$ cat config.mk
export PLATFORM = sky130hd
export DESIGN_NAME = rld_flat
export DESIGN_NICKNAME = d
export VERILOG_FILES = /design/src/rtl/rle_pkg.sv /design/src/rtl/rld_if.sv /design/src/rtl/rld_pack.sv /design/src/rtl/rld.sv /design/src/flat_wrapper.sv
export SDC_FILE = /design/constraint.sdc
export NUM_CORES = 1
export LEC_CHECK = 0
export BUFFER_PORTS_ARGS = -buffer_cell sky130_fd_sc_hd__buf_2
export CORE_ASPECT_RATIO = 0.7
export CORE_MARGIN = 2
export CORE_UTILIZATION = 60
export DETAILED_ROUTE_END_ITERATION = 16
export GPL_TIMING_DRIVEN = 0
export PLACE_DENSITY = 0.82
export SLEW_MARGIN = 20
export SYNTH_ARGS = -nofsm -noshare
export SYNTH_HDL_FRONTEND = slang
export SYNTH_SLANG_ARGS = --single-unit
$ cat constraint.sdc
create_clock -name clk -period 7.48 [get_ports clk]
set_clock_uncertainty 0.1 [all_clocks]
set_input_delay 0.374 -clock clk [delete_from_list [all_inputs] [get_ports clk]]
set_output_delay 0.374 -clock clk [all_outputs]
set_load 0.02 [all_outputs]
$ cat src/rtl/rle_pkg.sv
// Shared definitions for the run-length encoder/decoder pair: FSM states,
// byte geometry and the byte-select helper.
package rle_pkg;

    localparam int unsigned BYTE_W     = 8;
    localparam int unsigned WORD_BYTES = 4;

    // Byte offsets within a {symbol, count} pair
    localparam logic SYM_OFF = 1'b0;
    localparam logic CNT_OFF = 1'b1;

    typedef enum logic [2:0] {
        S_IDLE,
        S_RD_REQ,
        S_RD_WAIT,
        S_EXPAND,
        S_WR,
        S_FLUSH,
        S_DONE
    } state_t;

    function automatic logic [BYTE_W-1:0] word_byte(
        input logic [BYTE_W*WORD_BYTES-1:0] w,
        input logic [1:0]                   idx
    );
        return w[idx*BYTE_W +: BYTE_W];
    endfunction

endpackage

$ cat src/rtl/rld_if.sv
// Word-only DPSRAM port A as seen by the run-length decoder.
interface rld_if #(
    parameter int unsigned ADDR_W = 16
);
    logic              port_A_clk;
    logic [ADDR_W-1:0] port_A_addr;
    logic              port_A_we;
    logic [31:0]       port_A_data_in;
    logic [31:0]       port_A_data_out;

    modport master (
        output port_A_clk,
        output port_A_addr,
        output port_A_we,
        output port_A_data_in,
        input  port_A_data_out
    );

    modport slave (
        input  port_A_clk,
        input  port_A_addr,
        input  port_A_we,
        input  port_A_data_in,
        output port_A_data_out
    );
endinterface

$ cat src/rtl/rld_pack.sv
// Output word packer: collects expanded bytes little-endian into one word.
// data is the buffer with the incoming byte merged, so a full or flushed word
// can be captured on the same edge that delivers its last byte.
module rld_pack
    import rle_pkg::*;
(
    input  logic                         clk,
    input  logic                         nreset,
    input  logic                         clear,
    input  logic                         wr_en,
    input  logic [BYTE_W-1:0]            byte_in,
    input  logic [1:0]                   byte_idx,
    output logic [BYTE_W*WORD_BYTES-1:0] data,
    output logic                         full
);
    logic [BYTE_W*WORD_BYTES-1:0] buffer;

    always_comb begin
        data = buffer;
        if (wr_en) data[byte_idx*BYTE_W +: BYTE_W] = byte_in;
    end

    assign full = wr_en && (byte_idx == 2'(WORD_BYTES - 1));

    always_ff @(posedge clk or negedge nreset) begin
        if (!nreset)    buffer <= '0;
        else if (clear) buffer <= '0;
        else if (wr_en) buffer <= data;
    end
endmodule

$ cat src/rtl/rld.sv
// Run-length decoder: reads {symbol, count} pairs from DPSRAM, expands them
// and writes packed output words back, reporting the expanded byte count.
module rld
    import rle_pkg::*;
#(
    parameter int unsigned ADDR_W = 16
) (
    input  logic        clk,
    input  logic        nreset,
    input  logic        start,
    input  logic [31:0] rle_addr,
    input  logic [31:0] rle_size,
    input  logic [31:0] out_addr,
    output logic [31:0] out_size,
    output logic        done,
    rld_if.master       mem
);
    state_t            state, state_n, pend, pend_n, nxt;
    logic [ADDR_W-1:0] rd_addr, rd_addr_n, wr_addr, wr_addr_n, addr_n;
    logic [30:0]       pairs, pairs_n;
    logic [31:0]       in_word, in_word_n, size_n, wdata_n;
    logic [7:0]        run, run_n, sym, cnt;
    logic              sel, sel_n, done_n, we_n, emit, pack_clear, last;
    logic [31:0]       pack_data;
    logic              pack_full;
    logic              unused_addr_bits;

    assign mem.port_A_clk   = clk;
    assign unused_addr_bits = ^{rle_addr, out_addr};

    assign sym  = word_byte(in_word, {sel, SYM_OFF});
    assign cnt  = word_byte(in_word, {sel, CNT_OFF});
    assign last = (cnt == 8'd0) || (run == cnt - 8'd1);

    rld_pack u_pack (
        .clk      (clk),
        .nreset   (nreset),
        .clear    (pack_clear),
        .wr_en    (emit),
        .byte_in  (sym),
        .byte_idx (out_size[1:0]),
        .data     (pack_data),
        .full     (pack_full)
    );

    always_comb begin
        state_n    = state;
        pend_n     = pend;
        nxt        = S_EXPAND;
        rd_addr_n  = rd_addr;
        wr_addr_n  = wr_addr;
        pairs_n    = pairs;
        in_word_n  = in_word;
        sel_n      = sel;
        run_n      = run;
        size_n     = out_size;
        done_n     = done;
        we_n       = 1'b0;
        addr_n     = mem.port_A_addr;
        wdata_n    = mem.port_A_data_in;
        emit       = 1'b0;
        pack_clear = 1'b0;

        case (state)
            S_IDLE, S_DONE: begin
                if (state == S_DONE) done_n = 1'b1;
                if (start) begin
                    done_n     = 1'b0;
                    size_n     = '0;
                    pack_clear = 1'b1;
                    in_word_n  = '0;
                    sel_n      = 1'b0;
                    run_n      = '0;
                    pairs_n    = rle_size[31:1];
                    rd_addr_n  = {rle_addr[ADDR_W-1:2], 2'b00};
                    wr_addr_n  = {out_addr[ADDR_W-1:2], 2'b00};
                    state_n    = (rle_size < 32'd2) ? S_DONE : S_RD_REQ;
                end
            end
            S_RD_REQ:  state_n = S_RD_WAIT;
            S_RD_WAIT: begin
                in_word_n = mem.port_A_data_out;
                state_n   = S_EXPAND;
            end
            S_EXPAND: begin
                if (cnt != 8'd0) begin
                    emit   = 1'b1;
                    size_n = out_size + 32'd1;
                    run_n  = run + 8'd1;
                end
                if (last) begin
                    run_n   = '0;
                    sel_n   = ~sel;
                    pairs_n = pairs - 31'd1;
                    if (pairs == 31'd1) nxt = S_FLUSH;
                    else if (sel)       nxt = S_RD_REQ;
                end
                // A full word detours through WR and then resumes the pending step
                if (pack_full) begin
                    pack_clear = 1'b1;
                    pend_n     = nxt;
                    state_n    = S_WR;
                end else begin
                    state_n = nxt;
                end
            end
            S_WR:    state_n = pend;
            S_FLUSH: begin
                pack_clear = 1'b1;
                state_n    = S_DONE;
            end
            default: state_n = S_IDLE;
        endcase

        // Port outputs are registered, so they are loaded on entry to the access cycle
        if (state_n == S_RD_REQ) begin
            addr_n    = rd_addr_n;
            rd_addr_n = rd_addr_n + ADDR_W'(4);
        end
        if (state_n == S_WR || (state_n == S_FLUSH && state != S_FLUSH && size_n[1:0] != 2'd0)) begin
            we_n      = 1'b1;
            addr_n    = wr_addr;
            wdata_n   = pack_data;
            wr_addr_n = wr_addr + ADDR_W'(4);
        end
    end

    always_ff @(posedge clk or negedge nreset) begin
        if (!nreset) begin
            state              <= S_IDLE;
            pend               <= S_IDLE;
            rd_addr            <= '0;
            wr_addr            <= '0;
            pairs              <= '0;
            in_word            <= '0;
            sel                <= 1'b0;
            run                <= '0;
            out_size           <= '0;
            done               <= 1'b0;
            mem.port_A_we      <= 1'b0;
            mem.port_A_addr    <= '0;
            mem.port_A_data_in <= '0;
        end else begin
            state              <= state_n;
            pend               <= pend_n;
            rd_addr            <= rd_addr_n;
            wr_addr            <= wr_addr_n;
            pairs              <= pairs_n;
            in_word            <= in_word_n;
            sel                <= sel_n;
            run                <= run_n;
            out_size           <= size_n;
            done               <= done_n;
            mem.port_A_we      <= we_n;
            mem.port_A_addr    <= addr_n;
            mem.port_A_data_in <= wdata_n;
        end
    end
endmodule

$ cat src/flat_wrapper.sv
// flat-port wrapper written by rule: the top's interface ports become plain ports
module rld_flat import rle_pkg::*;
#(
    parameter int unsigned ADDR_W = 16
)
  (clk, nreset, start, rle_addr, rle_size, out_addr, out_size, done, mem_port_A_clk, mem_port_A_addr, mem_port_A_we, mem_port_A_data_in, mem_port_A_data_out);
  rld_if #(.ADDR_W(ADDR_W)) mem_i ();
  input  logic clk;
  input  logic nreset;
  input  logic start;
  input  logic [31:0] rle_addr;
  input  logic [31:0] rle_size;
  input  logic [31:0] out_addr;
  output logic [31:0] out_size;
  output logic done;
  output wire logic [$bits(mem_i.port_A_clk)-1:0] mem_port_A_clk;
  output wire logic [$bits(mem_i.port_A_addr)-1:0] mem_port_A_addr;
  output wire logic [$bits(mem_i.port_A_we)-1:0] mem_port_A_we;
  output wire logic [$bits(mem_i.port_A_data_in)-1:0] mem_port_A_data_in;
  input wire logic [$bits(mem_i.port_A_data_out)-1:0] mem_port_A_data_out;
  assign mem_port_A_clk = mem_i.port_A_clk;
  assign mem_port_A_addr = mem_i.port_A_addr;
  assign mem_port_A_we = mem_i.port_A_we;
  assign mem_port_A_data_in = mem_i.port_A_data_in;
  assign mem_i.port_A_data_out = mem_port_A_data_out;
  rld #(.ADDR_W(ADDR_W)) u_core (.clk(clk), .nreset(nreset), .start(start), .rle_addr(rle_addr), .rle_size(rle_size), .out_addr(out_addr), .out_size(out_size), .done(done), .mem(mem_i));
endmodule
Word-level counts from Yosys, hierarchy flattened
Cells that the tools add are included.
{"block": "word_totals", "ff_bits": 224, "latch_bits": 0, "ramBits": 0, "romBits": 0, "inputBits": 131, "output_inout_bits": 83, "elab_cells": 111, "mem_count": 0}
{"block": "op_classes", "add_sub_neg": 7, "multipliers": 0, "div": 0, "order_cmp": 1, "eq_ne": 17, "n_shift": 4, "mux": 42, "bitwise": 1, "n_reduce_logical": 24}
{"operator": "32-bit two-way mux", "n": 6}
{"operator": "16-bit two-way mux", "n": 8}
{"operator": "32-bit case mux with 2 select lines", "n": 2}
{"operator": "32-bit by 6-bit variable part select with 8-bit output", "n": 2}
{"operator": "31-bit two-way mux", "n": 2}
{"operator": "31-bit case mux with 2 select lines", "n": 1}
{"operator": "5-bit negator with 34-bit output", "n": 1}
{"operator": "8-bit by 34-bit variable shift with 32-bit output (first input constant)", "n": 1}
{"operator": "8-bit by 34-bit variable part select with 32-bit output", "n": 1}
{"operator": "16-bit by 3-bit adder with 16-bit output (second input constant)", "n": 2}
{"operator": "32-bit by 1-bit adder with 32-bit output (second input constant)", "n": 1}
{"operator": "32-bit bitwise mux", "n": 1}
{"operator": "32-bit by 2-bit less-than comparator with 1-bit output (second input constant)", "n": 1}
{"operator": "31-bit by 1-bit equality test with 1-bit output (second input constant)", "n": 1}
{"operator": "31-bit by 1-bit subtractor with 31-bit output (second input constant)", "n": 1}
{"operator": "8-bit two-way mux", "n": 3}
{"operator": "3-bit case mux with 6 select lines", "n": 1}
{"operator": "8-bit case mux with 2 select lines", "n": 1}
{"operator": "2-bit nonzero test", "n": 8}
{"operator": "3-bit equality test (second input constant)", "n": 5}
{"operator": "3-bit two-way mux", "n": 5}
{"operator": "1-bit two-way mux", "n": 9}
{"operator": "3-bit AND reduction", "n": 3}
{"operator": "8-bit by 1-bit adder with 8-bit output (second input constant)", "n": 1}
{"operator": "other kinds (20)", "n": 29}

Logic depth before layout (Yosys ltp)
Gate-level depths: netlist (run 1).
{"block": "logic_depth", "ltp_word": 13, "mapped_depth": 17, "depth_no_buf": 12}

Cells and area by module
A second synthesis (run 1) with hierarchy kept.
{"block": "hier_totals", "cells_unflattened": 1219, "area_unflattened_um2": 11862.6}
{"mod": "rld", "instances": 1, "cells_each": 1065, "area_per_inst_um2": 10199.8, "seq_area_each_um2": 4754.6}
{"mod": "rld_pack", "instances": 1, "cells_each": 154, "area_per_inst_um2": 1662.8, "seq_area_each_um2": 800.8}

==> results.sh, run 1 <==
export IMPL_status="finished clean"
export IMPL_cp_max_fo=2
export IMPL_clk_pin_slew_ns=0.06
export IMPL_min_path_type="input pin to register"
export IMPL_n_fill_cell=1292
export IMPL_antenna_found_initial=0
export IMPL_critical_path_slowest_cell="buf_2"
export IMPL_synthXorXnorAreaFrac_pct=3.944
export IMPL_die_area_mm2=0.01995
export IMPL_yosys_top_cells_area="dfrtp_1 49%, nand2_1 6.7%, o21ai_0 5.1%"
export IMPL_area_delta_synth_final_pct=24.06
export IMPL_final_nets=1682
export IMPL_ys_seq_area_share_pct=49.19
export IMPL_rsz0062_at_grt="no"
export IMPL_drt_total_wl_um=33260
export IMPL_drtIter0Drc=1542
export IMPL_yosys_warnings=0
export IMPL_start_kind="clock port"
export IMPL_criticalPathCategory="clock port to primary output"
export IMPL_synthFlopType="dfrtp_1"
export IMPL_synth_top_area_share_pct=49.19
export IMPL_drt_antenna_violating_nets=0
export IMPL_cts_resized_gates=0
export IMPL_synth_avg_cell_area_um2=8.921
export IMPL_synthDistinctLibCells=63
export IMPL_grt_start_max_net_pins=86
export IMPL_synth_edf_count=0
export IMPL_first_pass_iters=6
export IMPL_diodes=0
export IMPL_endpoint_kind="primary output"
export IMPL_die_h_um=118.8
export IMPL_powerDensity_mw_per_mm2=404.8
export IMPL_grt_total_usage_pct=33.40
export IMPL_num_rows=41
export IMPL_fmax_mhz=214.6
export IMPL_drv_cap=0
export IMPL_max_slew_margin_pct=30.40
export IMPL_ys_ff_latch=222
export IMPL_ios=214
export IMPL_syn_num_nets=1410
export IMPL_setup_tns_ns=0
export IMPL_worstSkewPairLatency_ns=0.62
export IMPL_synthSimpleGateAreaFrac_pct=23.85
export IMPL_grt_overflow=0
export IMPL_syn_area_mm2=0.01129
export IMPL_path_buf_inv=4
export IMPL_synth_top_family_by_area="simple AND/OR/NAND/NOR gates"
export IMPL_path_cells="clkbuf_16 -> clkbuf_16 -> buf_4 -> buf_2"
export IMPL_period_needed_ns=4.718
export IMPL_multi_input_area_mm2=0.005319
export IMPL_cp_required_ns=7.01
export IMPL_dp_final_hpwl_um=22670
export IMPL_regArea_mm2=0.005555
export IMPL_drive_gt1_share_pct=15.93
export IMPL_hold_slack_ns=0.01527
export IMPL_place_congestion=0.9392
export IMPL_synth_compound_area_share_pct=13.92
export IMPL_synth_async_reset_ratio_pct=100.0
export IMPL_synthAdderAreaFrac_pct=1.440
export IMPL_initial_core_util_pct=62.02
export IMPL_tightest_slew_ns=1.034
export IMPL_critPathMaxStageDelay_ns=0.14
export IMPL_cp_top_family="buffers and inverters"
export IMPL_ctsHoldBuffers=67
export IMPL_crit_arrival_ns=4.24
export IMPL_setup_viol=0
export IMPL_num_vias=10940
export IMPL_fin_crit_sh_pct=63.08
export IMPL_postSynthCellCount=1266
export IMPL_maxSlewViolCount=0
export IMPL_portBuffers=176
export IMPL_hold_violations=0
export IMPL_r2r_slack_ns=2.82
export IMPL_synth_top_area_cell="dfrtp_1"
export IMPL_core_area_mm2=0.01821
export IMPL_cts_tree="yes"
export IMPL_ir_drop_mv=0.2356
export IMPL_cts_setup_buffers=0
export IMPL_die_w_um=168.0
export IMPL_via_per_inst=6.124
export IMPL_drc=0
export IMPL_synthMuxAreaShare_pct=3.933
export IMPL_grt_pass1_wl_um=53710
export IMPL_detail_route_wl_per_cell_um=18.61
export IMPL_p_leak_uw=0.006525
export IMPL_grt_pass1_vias=10350
export IMPL_path_common_cell="clkbuf_16"
[final timing paths]
| kind | start | end | depth (start not counted) |
|---|---|---|---|
| setup reg to reg | u_core.sel | u_core.pairs[24] | 14 |
| min in group asynchronous | nreset | u_core.pairs[13] | 2 |
| setup / recovery | clk | mem_port_A_clk | 4 |
| hold / removal | out_addr[9] | u_core.wr_addr[9] | 3 |
| hold reg to reg | u_core.mem.port_A_data_in[27] | u_core.mem.port_A_data_in[27] | 2 |
| max in group asynchronous | nreset | u_core.u_pack.buffer[19] | 4 |
[metal layers]
layer,up-vias,share of wire (%),track usage (%)
met5,-,0,0
li1,4983,-,-
met4,0,1.9,8.207
met1,5284,45,50.37
met3,64,9.6,7.234
met2,613,44,49.25
[layout make-up]
class / count / share of cell area (%)
repair buffers: 244 / 11.50
clock inverters: 5 / 0.5804
clock buffers: 36 / 5.206
well taps: 236 / 2.107
plain buffers: 72 / 2.482
inverters: 19 / 0.5179
flip-flops and latches: 222 / 39.65
multi-input cells: 953 / 37.96
[flip-flops by register name, summed over array words and instances (netlist names)]
name / flops
u_core.out_size: 32
u_core.pairs: 31
u_core.u_pack.buffer: 32
u_core.rd_addr: 16
u_core.state: 3
u_core.mem.port_A_we: 1
u_core.done: 1
u_core.wr_addr: 14
u_core.run: 8
u_core.sel: 1
u_core.mem.port_A_addr: 16
u_core.in_word: 32
u_core.mem.port_A_data_in: 32
u_core.pend: 3
[cell families after synthesis]
family,after synthesis
buffers and inverters,91
adder cells (fa/ha/maj),13
XOR/XNOR,50
AO/OA/AOI/OAI,266
flip-flops,222
multiplexers,44
AND/OR/NAND/NOR,580
[layout by cell type (no fill, tap or decap), drive strengths merged, types with 5 or more instances in the layout]
master | netlist | layout
nand4 | 12 | 12
nor3 | 53 | 53
a21oi | 73 | 73
nor2 | 146 | 146
o31ai | 18 | 18
nand3 | 69 | 69
nor4 | 26 | 26
buf | 23 | 201
a31oi | 7 | 7
dfrtp | 222 | 222
nor2b | 17 | 17
nand2 | 201 | 201
nor3b | 5 | 5
or3 | 5 | 5
a22oi | 6 | 6
clkbuf | 49 | 84
or2 | 5 | 5
o21ai | 118 | 118
and3 | 21 | 21
mux2i | 41 | 41
a211o | 9 | 9
dlygate4sd3 | 0 | 67
a32o | 7 | 7
inv | 18 | 18
ha | 13 | 13
xnor2 | 28 | 28
xor2 | 22 | 22
[power by group]
group	switching, uW	internal, uW
logic	1620	856
clock network	486	748
registers	352	1600
[synthesized netlist by cell type, types with 5 or more instances]
cell and instances:
nand2_1 201, mux2i_1 41, a21oi_1 73, inv_1 18, nor2_1 145, nor3_1 53, xor2_1 22, buf_2 5
a211o_1 9, o31ai_1 18, nor3b_1 5, xnor2_1 27, o21ai_0 115, a22oi_1 6, a31oi_1 6, nor2b_1 17
buf_6 6, dfrtp_1 222, clkbuf_1 49, ha_1 13, a32o_1 7, buf_1 7, and3_1 21, or3_1 5
nor4_1 21, nand3_1 69, nand4_1 12
[worst min-delay path, delay by kind of cell]
family	cells	cell delay (ns)
buf+inv	1	0.09
compound gates	2	0.22
[per-stage QoR]
stage	worst slack (ns)	cells	total power (uW)	instance area, um2	utilization (%)
after global routing	2.479	1787	6015	14010	76.94
after CTS	2.758	1787	5603	14010	76.94
final	2.762	1787	5672	14010	76.94
after floorplan	3.132	1266	3584	11290	-
after global placement	2.132	1678	4256	12470	68.48
after detailed placement	2.948	1680	4343	12540	68.84
No activity file was read; power rests on OpenSTA's default activity.
==> inputs of run 2 (changes only) <==
--- a/config.mk
+++ b/config.mk
@@ -8,10 +8,10 @@
 export BUFFER_PORTS_ARGS = -buffer_cell sky130_fd_sc_hd__buf_2
 export CORE_ASPECT_RATIO = 0.7
 export CORE_MARGIN = 2
-export CORE_UTILIZATION = 60
+export CORE_UTILIZATION = 56
 export DETAILED_ROUTE_END_ITERATION = 16
 export GPL_TIMING_DRIVEN = 0
-export PLACE_DENSITY = 0.82
+export PLACE_DENSITY = 0.78
 export SLEW_MARGIN = 20
 export SYNTH_ARGS = -nofsm -noshare
 export SYNTH_HDL_FRONTEND = slang
==> constraint.sdc (replaced) <==
create_clock -name clk -period 4.7 [get_ports clk]
set_clock_uncertainty 0.1 [all_clocks]
set_input_delay 0.235 -clock clk [delete_from_list [all_inputs] [get_ports clk]]
set_output_delay 0.235 -clock clk [all_outputs]
set_load 0.02 [all_outputs]
==> run 2 against run 1 <==
Against the previous run: core utilization decreased by 4.5 points; combinational power increased by 58%; critical path type is now register to register; total power increased by 60%.
==> results.sh, run 2 (synthesis gave the netlist of run 1 again) <==
export IMPL_finalNonFillerCells=1849
export IMPL_worstSetupStartpoint="u_core.sel"
export IMPL_drv_cap=0
export IMPL_start_kind="register"
export IMPL_path_cells="buf_6 -> mux2i_1 -> ha_1 -> nor4b_1 -> a22oi_1 -> xnor2_1 -> nor4_4 -> a31o_2 -> nor2_1 -> nor2_1 -> clkbuf_1 -> o211ai_1 -> o21ai_0"
export IMPL_die_w_um=173.7
export IMPL_fin_util_pct=72.43
export IMPL_detail_route_wl_per_cell_um=18.11
export IMPL_hold_violations=0
export IMPL_grt_pass1_vias=10280
export IMPL_die_area_mm2=0.02134
export IMPL_rsz0062_at_grt="no"
export IMPL_grt_start_max_net_pins=100
export IMPL_reg2reg_to="u_core.pairs[1]"
export IMPL_maxSlewViolCount=0
export IMPL_portBuffers=176
export IMPL_cp_required_ns=5.13
export IMPL_min_path_type="input pin to register"
export IMPL_drive_gt1_share_pct=15.91
export IMPL_drc=0
export IMPL_dp_final_hpwl_um=22910
export IMPL_initial_core_util_pct=57.05
export IMPL_endpoint_kind="register"
export IMPL_crit_arrival_ns=4.70
export IMPL_ios=214
export IMPL_worstSkewPairLatency_ns=0.62
export IMPL_grt_overflow=0
export IMPL_area_delta_synth_final_pct=26.96
export IMPL_ir_drop_mv=0.3185
export IMPL_setup_viol=0
export IMPL_num_vias=10910
export IMPL_period_needed_ns=4.268
export IMPL_tightest_slew_ns=0.9373
export IMPL_path_buf_inv=2
export IMPL_layout_commonest_cell="dfrtp_1"
export IMPL_first_pass_iters=6
export IMPL_critical_path_slowest_cell="nor2_1"
export IMPL_cts_tree="yes"
export IMPL_critPathMaxStageDelay_ns=0.63
export IMPL_n_fill_cell=1534
export IMPL_clk_pin_slew_ns=0.07
export IMPL_final_cell_mix="222 x dfrtp_1, 201 x nand2_1, 180 x buf_2, 145 x nor2_1, 115 x o21ai_0"
export IMPL_setup_tns_ns=0
export IMPL_r2r_cells=13
export IMPL_drt_antenna_violating_nets=0
export IMPL_die_h_um=122.8
export IMPL_grt_pass1_wl_um=53210
export IMPL_antenna_found_initial=1
export IMPL_final_nets=1706
export IMPL_r2r_slack_ns=0.43
export IMPL_timing_rr_start="u_core.sel"
export IMPL_cp_depth=13
export IMPL_num_rows=43
export IMPL_crit_end="u_core.pairs[1]"
export IMPL_powerDensity_mw_per_mm2=631.9
export IMPL_core_area_mm2=0.01980
export IMPL_drtIter0Drc=1434
export IMPL_cts_resized_gates=0
export IMPL_criticalPathCategory="register to register"
export IMPL_fmax_mhz=234.3
export IMPL_max_slew_margin_pct=36.94
export IMPL_grt_total_usage_pct=31.47
export IMPL_fin_crit_sh_pct=90.81
export IMPL_multi_input_area_mm2=0.005324
export IMPL_place_congestion=0.9235
export IMPL_via_per_inst=5.900
export IMPL_path_common_cell="nor2_1"
export IMPL_regArea_mm2=0.005555
export IMPL_power_total_uw=9061
export IMPL_post_place_cells=1714
export IMPL_cp_top_family="simple AND/OR/NAND/NOR gates"
export IMPL_p_leak_uw=0.006641
export IMPL_cp_max_fo=10
export IMPL_status="finished clean"
export IMPL_drt_total_wl_um=33480
[run 2: cell types whose count changed in the layout (fill, tap and decap cells not counted)]
| cell | previous run | this run |
|---|---|---|
| dlygate4sd3_1 | 67 | 90 |
| clkinv_4 | 1 | 0 |
| clkinvlp_4 | 1 | 2 |
| diode_2 | 0 | 1 |
| clkbuf_1 | 54 | 55 |
| inv_8 | 0 | 1 |
| nor3_1 | 53 | 52 |
| clkbuf_8 | 4 | 5 |
| buf_12 | 0 | 1 |
| nor3_2 | 0 | 1 |
[run 2: cell type report]
class                   count  share of cell area (%)
clock inverters             6                  0.6369
inverters                  19                  0.5061
repair buffers            268                   12.98
well taps                 270                   2.356
diodes                      1                 0.01745
clock buffers              39                   5.235
flip-flops and latches    222                   38.74
plain buffers              71                   2.399
multi-input cells         953                   37.13
[run 2: how the worst min path moves through the flow]
stage / start / end / slack [ns] / cells past startpoint
2_1_floorplan: nreset / u_core.done / -0.16 / 0
3_3_place_gp: mem_port_A_data_out[27] / u_core.in_word[27] / 0.33 / 3
3_5_place_dp: nreset / u_core.out_size[18] / 0.01 / 1
4_1_cts: rle_addr[6] / u_core.rd_addr[6] / 0.003 / 3
5_1_grt: rle_addr[4] / u_core.rd_addr[4] / 0.04 / 3
6_report: rle_addr[4] / u_core.rd_addr[4] / 0.04 / 3
[run 2: where the power goes]
part / switching (uW) / total (uW) / internal [uW] / leakage (uW)
Combinational: 2560 / 3930 / 1370 / 0.00335
Clock: 790 / 2010 / 1220 / 0.000412
Sequential: 561 / 3120 / 2550 / 0.00288
[run 2: metrics by stage]
| step | hold WS [ns] | instance area [um2] | setup WS, ns |
|---|---|---|---|
| floorplan | -0.1606 | 11290 | 0.7901 |
| global placement | 0.3258 | 12510 | -0.5574 |
| detailed placement | 0.01469 | 12580 | -0.01868 |
| CTS | 0.003318 | 14330 | 0.5001 |
| global route | 0.03706 | 14340 | 0.09103 |
| finish | 0.03807 | 14340 | 0.4319 |
[run 2: timing repair]
item / 4_1_cts / 5_1_grt
hold buffers: 91 / 0
endpoints found under the hold margin: 312 / 0
setup buffers: 0 / 0
setup endpoints to repair: 3 / 0
[run 2: tightest hold or removal path: stages]
cell,delay (ns)
buf_2,0.09
mux2i_1,0.19
xnor2_1,0.19
[run 2: layer usage]
layer / routed length [um] / up-vias / share of wire, % / global-route usage (%)
met5: 0 / - / 0 / 0
met4: 782 / 0 / 2.3 / 8.981
met3: 2869 / 68 / 8.6 / 5.235
met2: 14870 / 542 / 44 / 48.75
met1: 14970 / 5268 / 45 / 46.08
li1: - / 5031 / - / -
==> inputs of run 3 (changes only) <==
--- a/config.mk
+++ b/config.mk
@@ -8,11 +8,12 @@
 export BUFFER_PORTS_ARGS = -buffer_cell sky130_fd_sc_hd__buf_2
 export CORE_ASPECT_RATIO = 0.7
 export CORE_MARGIN = 2
-export CORE_UTILIZATION = 56
+export CORE_UTILIZATION = 41
 export DETAILED_ROUTE_END_ITERATION = 16
 export GPL_TIMING_DRIVEN = 0
-export PLACE_DENSITY = 0.78
+export PLACE_DENSITY = 0.59
 export SLEW_MARGIN = 20
 export SYNTH_ARGS = -nofsm -noshare
 export SYNTH_HDL_FRONTEND = slang
+export SYNTH_HIERARCHICAL = 1
 export SYNTH_SLANG_ARGS = --single-unit
==> run 3 against run 2 <==
Against the previous run: sequential share of layout area decreased by 2.0 points; global-route usage decreased by 7.9 points; largest power group unchanged; non-clock buffer count decreased by 8; combinational power increased by 9.7%; critical path type unchanged; cell count increased by 3.5%; synthesized cell count decreased by 3.7%; via count decreased by 2.4%; sequential power decreased by 2%; first-iteration DRC count decreased by 40%; critical path depth increased by 3; clock power increased by 4%.
==> results.sh, run 3 <==
export IMPL_maxSlewViolCount=0
export IMPL_via_per_inst=5.561
export IMPL_ir_drop_mv=0.2782
export IMPL_finalNonFillerCells=1914
export IMPL_synth_top_area_cell="dfrtp_1"
export IMPL_die_area_mm2=0.03033
export IMPL_synthDistinctLibCells=82
export IMPL_grt_start_max_net_pins=91
export IMPL_ys_ff_latch=222
export IMPL_critPathMaxStageDelay_ns=0.53
export IMPL_place_congestion=0.8825
export IMPL_syn_area_mm2=0.01186
export IMPL_final_cell_mix="222 x dfrtp_1, 184 x buf_2, 149 x nand2_1, 101 x nor2_1, 93 x dlygate4sd3_1"
export IMPL_max_slew_margin_pct=41.08
export IMPL_cts_tree="yes"
export IMPL_period_needed_ns=4.421
export IMPL_synth_avg_cell_area_um2=9.731
export IMPL_die_w_um=207.3
export IMPL_drt_total_wl_um=35630
export IMPL_fin_ws_ns=0.2793
export IMPL_drc=0
export IMPL_synth_common_cells="222 x dfrtp_1, 149 x nand2_1, 101 x nor2_1"
export IMPL_fin_util_pct=52.75
export IMPL_yosys_warnings=6
export IMPL_final_nets=1662
export IMPL_powerDensity_mw_per_mm2=626.9
export IMPL_drt_antenna_violating_nets=0
export IMPL_worstSkewPairLatency_ns=0.64
export IMPL_synth_async_reset_ratio_pct=100.0
export IMPL_critical_path_slowest_cell="or3b_2"
export IMPL_status="finished clean"
export IMPL_ios=214
export IMPL_num_vias=10640
export IMPL_die_h_um=146.3
export IMPL_area_delta_synth_final_pct=27.58
export IMPL_criticalPathCategory="register to register"
export IMPL_detail_route_wl_per_cell_um=18.62
export IMPL_num_rows=52
export IMPL_post_place_cells=1775
export IMPL_drive_gt1_share_pct=19.47
export IMPL_postSynthCellCount=1219
export IMPL_path_buf_inv=5
export IMPL_power_total_uw=9487
export IMPL_min_path_type="input pin to async pin"
export IMPL_cp_required_ns=5.09
export IMPL_setup_viol=0
export IMPL_initial_core_util_pct=41.34
export IMPL_synth_top_area_share_pct=46.83
export IMPL_antenna_found_initial=0
export IMPL_path_cells="buf_6 -> buf_4 -> mux2i_2 -> ha_1 -> nand3_1 -> o21ai_4 -> clkinv_4 -> and2_2 -> nand3_2 -> o311a_1 -> nand3_1 -> or3b_2 -> buf_4 -> buf_2 -> nor4_2 -> xnor2_1"
export IMPL_place_ws_ns=-0.9516
export IMPL_cp_top_family="simple AND/OR/NAND/NOR gates"
export IMPL_dp_final_hpwl_um=24890
export IMPL_rsz0062_at_grt="no"
export IMPL_portBuffers=176
export IMPL_synth_most_common_cell="dfrtp_1"
export IMPL_grt_overflow=0
export IMPL_yosys_top_cells_area="dfrtp_1 47%, nand2_1 4.7%, o21ai_0 3.5%"
export IMPL_grt_pass1_vias=10310
export IMPL_ys_seq_area_share_pct=46.83
export IMPL_endpoint_kind="register"
export IMPL_diodes=0
export IMPL_drv_cap=0
export IMPL_fmax_mhz=226.2
export IMPL_synth_edf_count=0
export IMPL_core_area_mm2=0.02869
export IMPL_clk_pin_slew_ns=0.07
export IMPL_grt_total_usage_pct=23.55
export IMPL_start_kind="register"
export IMPL_grt_pass1_wl_um=57480
export IMPL_dpl_cell_area_mm2=0.01328
export IMPL_drtIter0Drc=864
export IMPL_n_fill_cell=2610
export IMPL_fin_crit_sh_pct=94.06
export IMPL_synthFlopType="dfrtp_1"
export IMPL_final_area_mm2=0.01513
export IMPL_syn_num_nets=1363
export IMPL_hold_violations=0
export IMPL_tightest_slew_ns=0.8838
export IMPL_p_leak_uw=0.006968
export IMPL_crit_arrival_ns=4.81
export IMPL_layout_commonest_cell="dfrtp_1"
export IMPL_first_pass_iters=6
export IMPL_cp_max_fo=19
## run 3: cell count changes after synthesis, sizes merged, moves of 10 or more
cell,previous run,this run
a22o,2,35
a221o,4,15
or3,5,18
a221oi,2,14
nand3,69,37
a21oi,73,31
nor2,146,103
mux2,3,41
o21ai,118,86
clkbuf,49,37
and3,21,11
nand2,201,150
inv,18,48
and2,3,13
## run 3: what timing repair did
item | in CTS | in global routing
buffers inserted | 1 | 0
gates resized for setup | 6 | 2
hold buffers | 93 | 0
pin swaps | 1 | 0
hold endpoints to repair | 315 | 0
setup endpoints to repair | 105 | 67
## run 3: cells by family after synthesis
logic type / Yosys count / share of synthesized area (%)
AND/OR/NAND/NOR: 473 / 20.44
AO/OA/AOI/OAI: 276 / 16.81
flip-flops: 222 / 46.83
buffers and inverters: 112 / 4.240
multiplexers: 75 / 6.761
XOR/XNOR: 48 / 3.544
adder cells (fa/ha/maj): 13 / 1.371
## run 3: per-layer routing
| metal | wire length [um] | GRT usage (%) | up-vias |
|---|---|---|---|
| met5 | 0 | 0 | - |
| met3 | 2476 | 4.324 | 55 |
| met1 | 17860 | 37.32 | 5177 |
| met2 | 14620 | 32.82 | 393 |
| li1 | - | - | 5019 |
| met4 | 671 | 5.571 | 0 |
## run 3: worst paths after layout
| kind | slack [ns] | cells after the start | from | to |
|---|---|---|---|---|
| worst max-delay path | 0.28 | 16 | u_core/sel | u_core/rd_addr[9] |
| worst min-delay path | 0.03 | 2 | nreset | u_core/pairs[9] |
| worst max register to register | 0.28 | 16 | u_core/sel | u_core/rd_addr[9] |
| worst min register to register | 0.37 | 2 | u_core/rd_addr[1] | u_core/rd_addr[1] |
| max in group asynchronous | 3.67 | 3 | nreset | u_core/mem.port_A_data_in[19] |
| min in group clk | 0.24 | 4 | mem_port_A_data_out[14] | u_core/in_word[14] |
## run 3: cell type report
cell class | instances | area [um2] | share of cell area (%)
clock buffers | 42 | 844.6 | 5.580
well taps | 378 | 473.0 | 3.125
clock inverters | 6 | 55.05 | 0.3638
plain buffers | 60 | 304.0 | 2.009
flip-flops and latches | 222 | 5555 | 36.71
inverters | 50 | 196.4 | 1.298
repair buffers | 271 | 1879 | 12.42
multi-input cells | 885 | 5827 | 38.50
## run 3: report_power, final
group | internal, uW | leakage, uW | switching [uW]
registers | 2520 | 0.00287 | 558
logic | 1550 | 0.00364 | 2760
clock network | 1290 | 0.000457 | 810
total | 5360 | 0.00697 | 4130
## run 3: stage by stage
step	hold WS, ns	setup TNS, ns
after floorplan	-0.1606	0
after global placement	0.3432	-240.82
after detailed placement	0.09278	-67.05
after CTS	0.01180	0
after global routing	0.06571	0
final	0.03319	0
